==> src/rtl/writeback_stage_buffered_if.sv <==
// Writeback stage bus: MEM-side offer, consumer handshake and retire/head outputs.
// The master side drives instructions in and accepts retirements; the slave is the stage.
interface writeback_stage_buffered_if #(
    parameter int XLEN      = 32,
    parameter int INSTRET_W = 64
);
    logic                 flush_i;
    logic                 valid_mem_i;
    logic                 ready_wb_o;
    logic [31:0]          instr_mem_i;
    logic [2:0]           result_src_mem_i;
    logic [XLEN-1:0]      alu_result_mem_i;
    logic [XLEN-1:0]      reduced_data_mem_i;
    logic [XLEN-1:0]      pc_target_mem_i;
    logic [XLEN-1:0]      pc_plus4_mem_i;
    logic [XLEN-1:0]      imm_ext_mem_i;
    logic [XLEN-1:0]      csr_data_mem_i;
    logic [XLEN-1:0]      csr_result_mem_i;
    logic [11:0]          csr_addr_mem_i;
    logic [4:0]           rd_mem_i;
    logic                 reg_write_mem_i;
    logic                 csr_we_mem_i;
    logic                 valid_wb_o;
    logic                 ready_rf_i;
    logic [31:0]          instr_wb_o;
    logic [XLEN-1:0]      result_wb_o;
    logic [XLEN-1:0]      csr_result_wb_o;
    logic [11:0]          csr_addr_wb_o;
    logic [4:0]           rd_wb_o;
    logic                 reg_write_wb_o;
    logic                 csr_we_wb_o;
    logic                 retire_wb_o;
    logic [INSTRET_W-1:0] instret_o;

    modport master (
        output flush_i, valid_mem_i, instr_mem_i, result_src_mem_i, alu_result_mem_i,
               reduced_data_mem_i, pc_target_mem_i, pc_plus4_mem_i, imm_ext_mem_i,
               csr_data_mem_i, csr_result_mem_i, csr_addr_mem_i, rd_mem_i,
               reg_write_mem_i, csr_we_mem_i, ready_rf_i,
        input  ready_wb_o, valid_wb_o, instr_wb_o, result_wb_o, csr_result_wb_o,
               csr_addr_wb_o, rd_wb_o, reg_write_wb_o, csr_we_wb_o, retire_wb_o, instret_o
    );

    modport slave (
        input  flush_i, valid_mem_i, instr_mem_i, result_src_mem_i, alu_result_mem_i,
               reduced_data_mem_i, pc_target_mem_i, pc_plus4_mem_i, imm_ext_mem_i,
               csr_data_mem_i, csr_result_mem_i, csr_addr_mem_i, rd_mem_i,
               reg_write_mem_i, csr_we_mem_i, ready_rf_i,
        output ready_wb_o, valid_wb_o, instr_wb_o, result_wb_o, csr_result_wb_o,
               csr_addr_wb_o, rd_wb_o, reg_write_wb_o, csr_we_wb_o, retire_wb_o, instret_o
    );
endinterface

==> src/rtl/writeback_stage_buffered.sv <==
// In-order retire FIFO between MEM and the register file / CSR port, result select resolved on enqueue.
// Latency: entry pushed on edge N is presented at the head after N (no MEM->WB bypass).
// Backpressure: ready_wb_o = not full, from state only; full with a same-cycle pop still refuses the push.
module writeback_stage_buffered #(
    parameter int XLEN      = 32,
    parameter int DEPTH     = 2,
    parameter int INSTRET_W = 64
) (
    input  logic                      clk_i,
    input  logic                      reset_n_i,
    writeback_stage_buffered_if.slave wb
);
    localparam logic [2:0] RESULT_ALU      = 3'd0;
    localparam logic [2:0] RESULT_MEM_DATA = 3'd1;
    localparam logic [2:0] RESULT_PCPLUS4  = 3'd2;
    localparam logic [2:0] RESULT_PCTARGET = 3'd3;
    localparam logic [2:0] RESULT_IMM_EXT  = 3'd4;
    localparam logic [2:0] RESULT_CSR      = 3'd5;

    localparam int PW = $clog2(DEPTH);
    localparam logic [PW:0] FULL = (PW+1)'(DEPTH);

    typedef struct packed {
        logic [31:0]     instr;
        logic [XLEN-1:0] result;
        logic [XLEN-1:0] csr_result;
        logic [11:0]     csr_addr;
        logic [4:0]      rd;
        logic            reg_write;
        logic            csr_we;
    } entry_t;

    entry_t          mem [DEPTH];
    entry_t          push_ent;
    entry_t          head;
    logic [PW-1:0]   wr_ptr;
    logic [PW-1:0]   rd_ptr;
    logic [PW:0]     count;
    logic            push;
    logic            pop;

    assign wb.ready_wb_o = (count != FULL);
    assign wb.valid_wb_o = (count != '0);
    assign push = wb.valid_mem_i & wb.ready_wb_o & ~wb.flush_i;
    assign pop  = wb.valid_wb_o & wb.ready_rf_i & ~wb.flush_i;

    always_comb begin
        push_ent            = '0;
        push_ent.instr      = wb.instr_mem_i;
        push_ent.csr_result = wb.csr_result_mem_i;
        push_ent.csr_addr   = wb.csr_addr_mem_i;
        push_ent.rd         = wb.rd_mem_i;
        push_ent.reg_write  = wb.reg_write_mem_i;
        push_ent.csr_we     = wb.csr_we_mem_i;
        case (wb.result_src_mem_i)
            RESULT_ALU:      push_ent.result = wb.alu_result_mem_i;
            RESULT_MEM_DATA: push_ent.result = wb.reduced_data_mem_i;
            RESULT_PCPLUS4:  push_ent.result = wb.pc_plus4_mem_i;
            RESULT_PCTARGET: push_ent.result = wb.pc_target_mem_i;
            RESULT_IMM_EXT:  push_ent.result = wb.imm_ext_mem_i;
            RESULT_CSR:      push_ent.result = wb.csr_data_mem_i;
            default:         push_ent.result = '0;
        endcase
    end

    // Storage is deliberately not reset; valid_wb_o masks stale contents.
    always_ff @(posedge clk_i) begin
        if (push)
            mem[wr_ptr] <= push_ent;
    end

    always_ff @(posedge clk_i or negedge reset_n_i) begin
        if (!reset_n_i) begin
            wr_ptr       <= '0;
            rd_ptr       <= '0;
            count        <= '0;
            wb.instret_o <= '0;
        end else if (wb.flush_i) begin
            wr_ptr <= '0;
            rd_ptr <= '0;
            count  <= '0;
        end else begin
            if (push)
                wr_ptr <= wr_ptr + PW'(1);
            if (pop) begin
                rd_ptr       <= rd_ptr + PW'(1);
                wb.instret_o <= wb.instret_o + INSTRET_W'(1);
            end
            case ({push, pop})
                2'b10:   count <= count + (PW+1)'(1);
                2'b01:   count <= count - (PW+1)'(1);
                default: count <= count;
            endcase
        end
    end

    assign head               = mem[rd_ptr];
    assign wb.instr_wb_o      = head.instr;
    assign wb.result_wb_o     = head.result;
    assign wb.csr_result_wb_o = head.csr_result;
    assign wb.csr_addr_wb_o   = head.csr_addr;
    assign wb.rd_wb_o         = head.rd;
    assign wb.reg_write_wb_o  = wb.valid_wb_o & head.reg_write & (head.rd != 5'd0);
    assign wb.csr_we_wb_o     = wb.valid_wb_o & head.csr_we;
    assign wb.retire_wb_o     = pop;
endmodule
==> src/flat_wrapper.sv <==
// flat-port wrapper written by rule: the top's interface ports become plain ports
module writeback_stage_buffered_flat 
#(
    parameter int XLEN      = 32,
    parameter int DEPTH     = 2,
    parameter int INSTRET_W = 64
)
  (clk_i, reset_n_i, wb_flush_i, wb_valid_mem_i, wb_instr_mem_i, wb_result_src_mem_i, wb_alu_result_mem_i, wb_reduced_data_mem_i, wb_pc_target_mem_i, wb_pc_plus4_mem_i, wb_imm_ext_mem_i, wb_csr_data_mem_i, wb_csr_result_mem_i, wb_csr_addr_mem_i, wb_rd_mem_i, wb_reg_write_mem_i, wb_csr_we_mem_i, wb_ready_rf_i, wb_ready_wb_o, wb_valid_wb_o, wb_instr_wb_o, wb_result_wb_o, wb_csr_result_wb_o, wb_csr_addr_wb_o, wb_rd_wb_o, wb_reg_write_wb_o, wb_csr_we_wb_o, wb_retire_wb_o, wb_instret_o);
  writeback_stage_buffered_if #(.XLEN(XLEN), .INSTRET_W(INSTRET_W)) wb_i ();
  input  logic clk_i;
  input  logic reset_n_i;
  input wire logic [$bits(wb_i.flush_i)-1:0] wb_flush_i;
  input wire logic [$bits(wb_i.valid_mem_i)-1:0] wb_valid_mem_i;
  input wire logic [$bits(wb_i.instr_mem_i)-1:0] wb_instr_mem_i;
  input wire logic [$bits(wb_i.result_src_mem_i)-1:0] wb_result_src_mem_i;
  input wire logic [$bits(wb_i.alu_result_mem_i)-1:0] wb_alu_result_mem_i;
  input wire logic [$bits(wb_i.reduced_data_mem_i)-1:0] wb_reduced_data_mem_i;
  input wire logic [$bits(wb_i.pc_target_mem_i)-1:0] wb_pc_target_mem_i;
  input wire logic [$bits(wb_i.pc_plus4_mem_i)-1:0] wb_pc_plus4_mem_i;
  input wire logic [$bits(wb_i.imm_ext_mem_i)-1:0] wb_imm_ext_mem_i;
  input wire logic [$bits(wb_i.csr_data_mem_i)-1:0] wb_csr_data_mem_i;
  input wire logic [$bits(wb_i.csr_result_mem_i)-1:0] wb_csr_result_mem_i;
  input wire logic [$bits(wb_i.csr_addr_mem_i)-1:0] wb_csr_addr_mem_i;
  input wire logic [$bits(wb_i.rd_mem_i)-1:0] wb_rd_mem_i;
  input wire logic [$bits(wb_i.reg_write_mem_i)-1:0] wb_reg_write_mem_i;
  input wire logic [$bits(wb_i.csr_we_mem_i)-1:0] wb_csr_we_mem_i;
  input wire logic [$bits(wb_i.ready_rf_i)-1:0] wb_ready_rf_i;
  output wire logic [$bits(wb_i.ready_wb_o)-1:0] wb_ready_wb_o;
  output wire logic [$bits(wb_i.valid_wb_o)-1:0] wb_valid_wb_o;
  output wire logic [$bits(wb_i.instr_wb_o)-1:0] wb_instr_wb_o;
  output wire logic [$bits(wb_i.result_wb_o)-1:0] wb_result_wb_o;
  output wire logic [$bits(wb_i.csr_result_wb_o)-1:0] wb_csr_result_wb_o;
  output wire logic [$bits(wb_i.csr_addr_wb_o)-1:0] wb_csr_addr_wb_o;
  output wire logic [$bits(wb_i.rd_wb_o)-1:0] wb_rd_wb_o;
  output wire logic [$bits(wb_i.reg_write_wb_o)-1:0] wb_reg_write_wb_o;
  output wire logic [$bits(wb_i.csr_we_wb_o)-1:0] wb_csr_we_wb_o;
  output wire logic [$bits(wb_i.retire_wb_o)-1:0] wb_retire_wb_o;
  output wire logic [$bits(wb_i.instret_o)-1:0] wb_instret_o;
  assign wb_i.flush_i = wb_flush_i;
  assign wb_i.valid_mem_i = wb_valid_mem_i;
  assign wb_i.instr_mem_i = wb_instr_mem_i;
  assign wb_i.result_src_mem_i = wb_result_src_mem_i;
  assign wb_i.alu_result_mem_i = wb_alu_result_mem_i;
  assign wb_i.reduced_data_mem_i = wb_reduced_data_mem_i;
  assign wb_i.pc_target_mem_i = wb_pc_target_mem_i;
  assign wb_i.pc_plus4_mem_i = wb_pc_plus4_mem_i;
  assign wb_i.imm_ext_mem_i = wb_imm_ext_mem_i;
  assign wb_i.csr_data_mem_i = wb_csr_data_mem_i;
  assign wb_i.csr_result_mem_i = wb_csr_result_mem_i;
  assign wb_i.csr_addr_mem_i = wb_csr_addr_mem_i;
  assign wb_i.rd_mem_i = wb_rd_mem_i;
  assign wb_i.reg_write_mem_i = wb_reg_write_mem_i;
  assign wb_i.csr_we_mem_i = wb_csr_we_mem_i;
  assign wb_i.ready_rf_i = wb_ready_rf_i;
  assign wb_ready_wb_o = wb_i.ready_wb_o;
  assign wb_valid_wb_o = wb_i.valid_wb_o;
  assign wb_instr_wb_o = wb_i.instr_wb_o;
  assign wb_result_wb_o = wb_i.result_wb_o;
  assign wb_csr_result_wb_o = wb_i.csr_result_wb_o;
  assign wb_csr_addr_wb_o = wb_i.csr_addr_wb_o;
  assign wb_rd_wb_o = wb_i.rd_wb_o;
  assign wb_reg_write_wb_o = wb_i.reg_write_wb_o;
  assign wb_csr_we_wb_o = wb_i.csr_we_wb_o;
  assign wb_retire_wb_o = wb_i.retire_wb_o;
  assign wb_instret_o = wb_i.instret_o;
  writeback_stage_buffered #(.XLEN(XLEN), .DEPTH(DEPTH), .INSTRET_W(INSTRET_W)) u_core (.clk_i(clk_i), .reset_n_i(reset_n_i), .wb(wb_i));
endmodule
==> config.mk <==
export PLATFORM = sky130hd
export DESIGN_NAME = writeback_stage_buffered_flat
export DESIGN_NICKNAME = d
export VERILOG_FILES = /design/src/rtl/writeback_stage_buffered_if.sv /design/src/rtl/writeback_stage_buffered.sv /design/src/flat_wrapper.sv
export SDC_FILE = /design/constraint.sdc
export NUM_CORES = 1
export LEC_CHECK = 0
export ABC_CLOCK_PERIOD_IN_PS = 16280
export BUFFER_PORTS_ARGS = -buffer_cell sky130_fd_sc_hd__clkbuf_2
export CAP_MARGIN = 5
export CORE_UTILIZATION = 35
export CTS_CLUSTER_DIAMETER = 30
export DETAILED_ROUTE_END_ITERATION = 8
export GPL_ROUTABILITY_DRIVEN = 0
export PLACE_DENSITY = 0.56
export SETUP_SLACK_MARGIN = 0.4
export SYNTH_ARGS = -nofsm -noshare
export SYNTH_HDL_FRONTEND = slang
export SYNTH_SLANG_ARGS = --single-unit
==> constraint.sdc <==
create_clock -name clk_i -period 16.28 [get_ports clk_i]
set_clock_uncertainty 0.15 [all_clocks]
set_input_delay 3.256 -clock clk_i [delete_from_list [all_inputs] [get_ports clk_i]]
set_output_delay 3.256 -clock clk_i [all_outputs]
set_load 0.02 [all_outputs]
== Word level (Yosys, flattened, before mapping) ==
Memories as Yosys holds them, arrays and structs flattened.
Cells that the tools add are included.

* Register bits after elaboration: 68
* Bits in latches: 0
* Memory bits (writable): 230
* Bits in read-only memories: 0
* Input port bits: 283
* Output and inout port bits: 182
* Word-level logic and storage cells: 42
* Memories: 1

{| class="wikitable"
|+ Memory list
! memory !! depth !! bits a word !! rd ports !! clocked after memory_dff !! wr ports !! line !! RTL
|-
| u_core.mem || 2 || 115 || 1 || 0 || 1 || writeback_stage_buffered.sv:33 || <nowiki>entry_t mem [DEPTH];</nowiki>
|}

* Add/sub/neg operators: 5
* Multipliers: 0
* Div/mod/pow operators: 0
* Magnitude comparators: 0
* Equality and inequality tests: 8
* Shift-type cells: 0
* Muxes and demuxes: 9
* Bitwise operators: 8
* Reduce and logical (&&, ||, !) cells: 7

{| class="wikitable"
|+ Operators by type and width
! kind !! number
|-
| 32-bit case mux with 6 select lines || 1
|-
| 64-bit by 1-bit adder with 64-bit output (second input constant) || 1
|-
| 1-bit bitwise AND || 7
|-
| 3-bit by 2-bit equality test with 1-bit output (second input constant) || 2
|-
| 3-bit equality test (second input constant) || 2
|-
| 1-bit 2-to-1 mux || 6
|-
| 2-bit nonzero test || 3
|-
| 5-bit nonzero test || 1
|-
| 2-bit case mux with 2 select lines || 1
|-
| 3-bit by 1-bit equality test with 1-bit output (second input constant) || 1
|-
| 3-bit logical NOT || 1
|-
| 3-bit nonzero test || 1
|-
| 1-bit adder (second input constant) || 2
|-
| 2-bit by 1-bit adder with 2-bit output (second input constant) || 1
|-
| 2-bit by 1-bit equality test with 1-bit output (second input constant) || 1
|-
| 2-bit equality test (second input constant) || 1
|-
| 2-bit 2-to-1 mux || 1
|-
| 2-bit inequality test (second input constant) || 1
|-
| 2-bit AND reduction || 1
|-
| 2-bit by 1-bit subtractor with 2-bit output (second input constant) || 1
|-
| 1-bit inverter || 1
|}

== Logic depth before layout (Yosys ltp) ==
* Word-level depth: 6
* Depth in mapped cells: 6
* Mapped depth without buffers: 6

== Worst setup path after synthesis ==
OpenSTA, ideal clock, no wires.

* Kind: input to register
* Start point: in wb_flush_i
* End point: mem u_core.mem[1][0] (netlist name), enable pin
* Setup time: 0.754 ns
* Arrival time: 11.829 ns
* Data required time: 15.376 ns
* Path slack: 3.547 ns
* Cell stages on the path: 2
* Path buffers: 1
* Path through: clkbuf_1 > nor3b_1

* Word-level cells in the longest chain between the ends: 4

{| class="wikitable"
|+ Ends and longest elaborated chain
! item !! line !! RTL
|-
| from (decl) || flat_wrapper.sv:12 || <nowiki>input wire logic [$bits(wb_i.flush_i)-1:0] wb_flush_i;</nowiki>
|-
| 1-bit inverter (no line) || - ||
|-
| 1-bit bitwise AND || writeback_stage_buffered.sv:44 || <nowiki>assign push = wb.valid_mem_i & wb.ready_wb_o & ~wb.flush_i;</nowiki>
|-
| 1-bit 2-to-1 mux || writeback_stage_buffered.sv:68 || <nowiki>if (push)</nowiki>
|-
| 1-bit 2-to-1 mux (not written as such) || writeback_stage_buffered.sv:69 || <nowiki>mem[wr_ptr] <= push_ent;</nowiki>
|-
| to (decl) || writeback_stage_buffered.sv:33 ||
|}

No other way between the ends.

== Worst setup path after layout ==
* Start point: in wb_ready_rf_i
* End point: out wb_retire_wb_o

* Word-level cells in the longest chain between the ends: 2

{| class="wikitable"
|+ Ends and longest elaborated chain
! item !! line !! RTL
|-
| from (decl) || flat_wrapper.sv:27 || <nowiki>input wire logic [$bits(wb_i.ready_rf_i)-1:0] wb_ready_rf_i;</nowiki>
|-
| 1-bit bitwise AND (2 in a row) || writeback_stage_buffered.sv:45 || <nowiki>assign pop = wb.valid_wb_o & wb.ready_rf_i & ~wb.flush_i;</nowiki>
|-
| to (decl) || flat_wrapper.sv:37 || <nowiki>output wire logic [$bits(wb_i.retire_wb_o)-1:0] wb_retire_wb_o;</nowiki>
|}

No other way between the ends.

==> results.md <==
Placement
- cell area after placement: 15,400 um2
- worst setup slack after placement: 8.82 ns
- placed cells: 1,715
- # port buffers: 464
- DPL Wire Length: 29,300 um

Synthesis
- most common library cells after synthesis: sky130_fd_sc_hd__edfxtp_1 (230), sky130_fd_sc_hd__mux2_2 (114), sky130_fd_sc_hd__a22oi_1 (96)
- syn_area_per_cell: 15.2 um2
- Yosys top cell area share: 0.554
- total of warnings raised by yosys: 0
- cell with the most instances after synthesis: sky130_fd_sc_hd__edfxtp_1
- share of async-settable or async-resettable flops after synthesis: 0.228
- dominant synthesized flop cell: sky130_fd_sc_hd__edfxtp_1
- dominant cells by area after synthesis: sky130_fd_sc_hd__edfxtp_1 (55%), sky130_fd_sc_hd__dfrtp_1 (14%), sky130_fd_sc_hd__mux2_2 (10%)
- Cells after Synth: 819
- library cell occupying the most area in the post-synthesis netlist: sky130_fd_sc_hd__edfxtp_1
- number of flip-flops and latches in the synthesized netlist: 298
- number of flops mapped to enable cells by yosys: 230
- sequential-to-total area share from yosys stat: 0.690
- total nets after synthesis: 1,103
- area of the mapped netlist: 12,500 um2
- number of distinct library cells after synthesis: 38

Timing
- RSZ-0062 raised after global routing: false
- relative slew slack: 0.226
- final worst path period need: 7.47 ns
- final-report max-slew violation count: 0
- total negative slack for setup checks: 0 ns
- measured slew at the worst slew-check pin: 1.15 ns
- number of hold violations in the final report: 0
- min setup slack post-route: 8.81 ns
- final setup violating endpoints: 0
- Hold WS: 0.317 ns
- final clock period utilization by the worst path: 0.459
- Max Clk Rate: 134 MHz

GRT
- global-route total usage across every layer: 0.217
- via count of the first global-routing pass: 9,361
- global-route wire length before repair: 57,500 um
- maximum number of pins on one net before global-route repair: 69
- gr ovfl total: 0
- number of antenna violations at the first check in global routing: 11

Final layout
- number of nets in the final layout: 1,614
- area of all placed cells without fillers: 17,700 um2
- final standard cell utilization of the core: 0.507
- layout cells sized above 1: 0.514
- number of standard cells in the final layout excluding fillers: 1,843
- Layout area overhead: 41.6%

Die
- placeable core region: 34,800 um2
- die area: 36,400 um2
- Initial Util: 0.358
- number of top-level design ports: 465
- Die H: 191 um
- die span in x: 191 um
- standard-cell rows: 68

Power and ir drop
- power per cell area: 137 nW/um2
- static leakage power: 7.45 nW
- overall power: 2.42 mW
- Max rail drop VDD: 79.3 uV

Setup path
- critical path data arrival time: 4.07 ns
- worst reg-to-reg setup slack: 13.21 ns
- Crit Path Max Fanout: 6
- type of element capturing the critical path: output pin
- type of the setup path with the least slack: input port to output pin
- kind of start point of the critical path: input port
- required time worst endpoint: 12.87 ns

Detailed routing
- post-detailed-route via-to-cell ratio: 5.03
- vias: 9,274
- Iteration-0 DRC Markers: 387
- post-route DRC violation count: 0
- residual antenna-violating net count after detailed routing: 0
- TritonRoute pass-1 iters: 5
- wire length per cell after detailed routing: 21.6 um
- total routed wirelength: 39,800 um

Clock tree
- number of cells upsized or downsized after cts: 0
- Post-CTS Repair Setup Buffers: 0
- Hold Buf Count CTS: 0
- clock-pin slew of the registers on the worst-case setup and hold paths: 0.04 ns
- CTS tree: done
- cell chosen for the clock root: sky130_fd_sc_hd__clkbuf_16
- Max clock buf depth: 3
- CTS H-tree depth: 3
- Inserted Clock Buffers: 68
- Num Clock Sinks: 298
- clock latency on the worst-skew pair: 0.55 ns

Worst hold path
- classification of the worst-slack hold path: register to register

Run
- Max Cap Violations: 0

Status
- outcome: complete, no violations

-- flip-flops by register name (all words and copies together), names as in the netlist --
signal / flops
u_core.count: 2
u_core.rd_ptr: 1
u_core.mem: 230
u_core.wr_ptr: 1
u_core.wb.instret_o: 64
-- per-layer routing --
metal / wire, um / vias up / global-route usage
met4: 1480 / 0 / 0.116
met1: 14700 / 4531 / 0.240
met3: 2500 / 95 / 0.0513
li1: - / 4248 / -
met5: 0 / - / 0
met2: 21100 / 400 / 0.382
-- power by group --
part / total, mW / internal [mW] / leakage, nW / switching, mW
Combinational: 0.208 / 0.0827 / 3.33 / 0.126
Clock: 1.33 / 0.914 / 1.10 / 0.420
Sequential: 0.877 / 0.861 / 3.02 / 0.0158
Total: 2.42 / 1.86 / 7.45 / 0.561
-- layout by cell type (no fill, tap or decap), types with 3 or more instances in the layout --
| master | instances |
|---|---|
| sky130_fd_sc_hd__clkbuf_1 | 13 |
| sky130_fd_sc_hd__clkinv_1 | 5 |
| sky130_fd_sc_hd__nor3_1 | 23 |
| sky130_fd_sc_hd__mux2_2 | 114 |
| sky130_fd_sc_hd__nor3b_2 | 4 |
| sky130_fd_sc_hd__bufinv_16 | 8 |
| sky130_fd_sc_hd__clkbuf_16 | 69 |
| sky130_fd_sc_hd__clkinv_8 | 3 |
| sky130_fd_sc_hd__xnor2_1 | 31 |
| sky130_fd_sc_hd__dfrtp_1 | 67 |
| sky130_fd_sc_hd__nand3_1 | 61 |
| sky130_fd_sc_hd__and4_1 | 4 |
| sky130_fd_sc_hd__nand4_1 | 17 |
| sky130_fd_sc_hd__nand2_1 | 24 |
| sky130_fd_sc_hd__clkbuf_2 | 464 |
| sky130_fd_sc_hd__clkinvlp_4 | 7 |
| sky130_fd_sc_hd__clkinv_2 | 13 |
| sky130_fd_sc_hd__edfxtp_1 | 230 |
| sky130_fd_sc_hd__nor2_1 | 27 |
| sky130_fd_sc_hd__and3_1 | 5 |
| sky130_fd_sc_hd__a22oi_1 | 96 |
| sky130_fd_sc_hd__inv_1 | 9 |
| sky130_fd_sc_hd__xor2_1 | 34 |
| sky130_fd_sc_hd__nor4_1 | 7 |
| sky130_fd_sc_hd__buf_4 | 12 |
| sky130_fd_sc_hd__diode_2 | 5 |
-- logic make-up (layout without fill, tap and decap cells) --
| group | Yosys count | count (layout) | synth area share |
|---|---|---|---|
| compound gates | 102 | 102 | 0.0609 |
| xor+xnor | 65 | 65 | 0.0456 |
| fa+ha+maj | 1 | 1 | 0.00100 |
| buf+inv | 44 | 608 | 0.0133 |
| flops | 298 | 298 | 0.690 |
| mux | 116 | 116 | 0.105 |
| other cells | 0 | 5 | 0 |
| simple gates | 193 | 193 | 0.0844 |
-- critical path: stages --
cell                       delay [ns]
sky130_fd_sc_hd__clkbuf_2        0.14
sky130_fd_sc_hd__o21ai_2         0.11
sky130_fd_sc_hd__nor2_1          0.30
sky130_fd_sc_hd__clkbuf_2        0.26
-- worst paths after layout --
check | from | end | depth (start not counted)
min reg2reg | u_core.wb.instret_o[63] | u_core.wb.instret_o[63] | 1
max in group asynchronous | reset_n_i | u_core.rd_ptr | 2
min in group asynchronous | reset_n_i | u_core.wb.instret_o[58] | 2
max | wb_ready_rf_i | wb_retire_wb_o | 4
max reg2reg | u_core.count[0] | u_core.mem[1][35] | 5
min | u_core.wb.instret_o[63] | u_core.wb.instret_o[63] | 1
-- layout make-up --
type	count	area (um2)
Fill cell	3073	17100
Sequential cell	298	8610
Multi-Input combinational cell	477	3730
Timing Repair Buffer	476	2410
Clock buffer	84	1800
Tap cell	455	569
Clock inverter	39	484
Inverter	9	33.8
Antenna cell	5	12.5
Power figures use the tool's default switching activity.
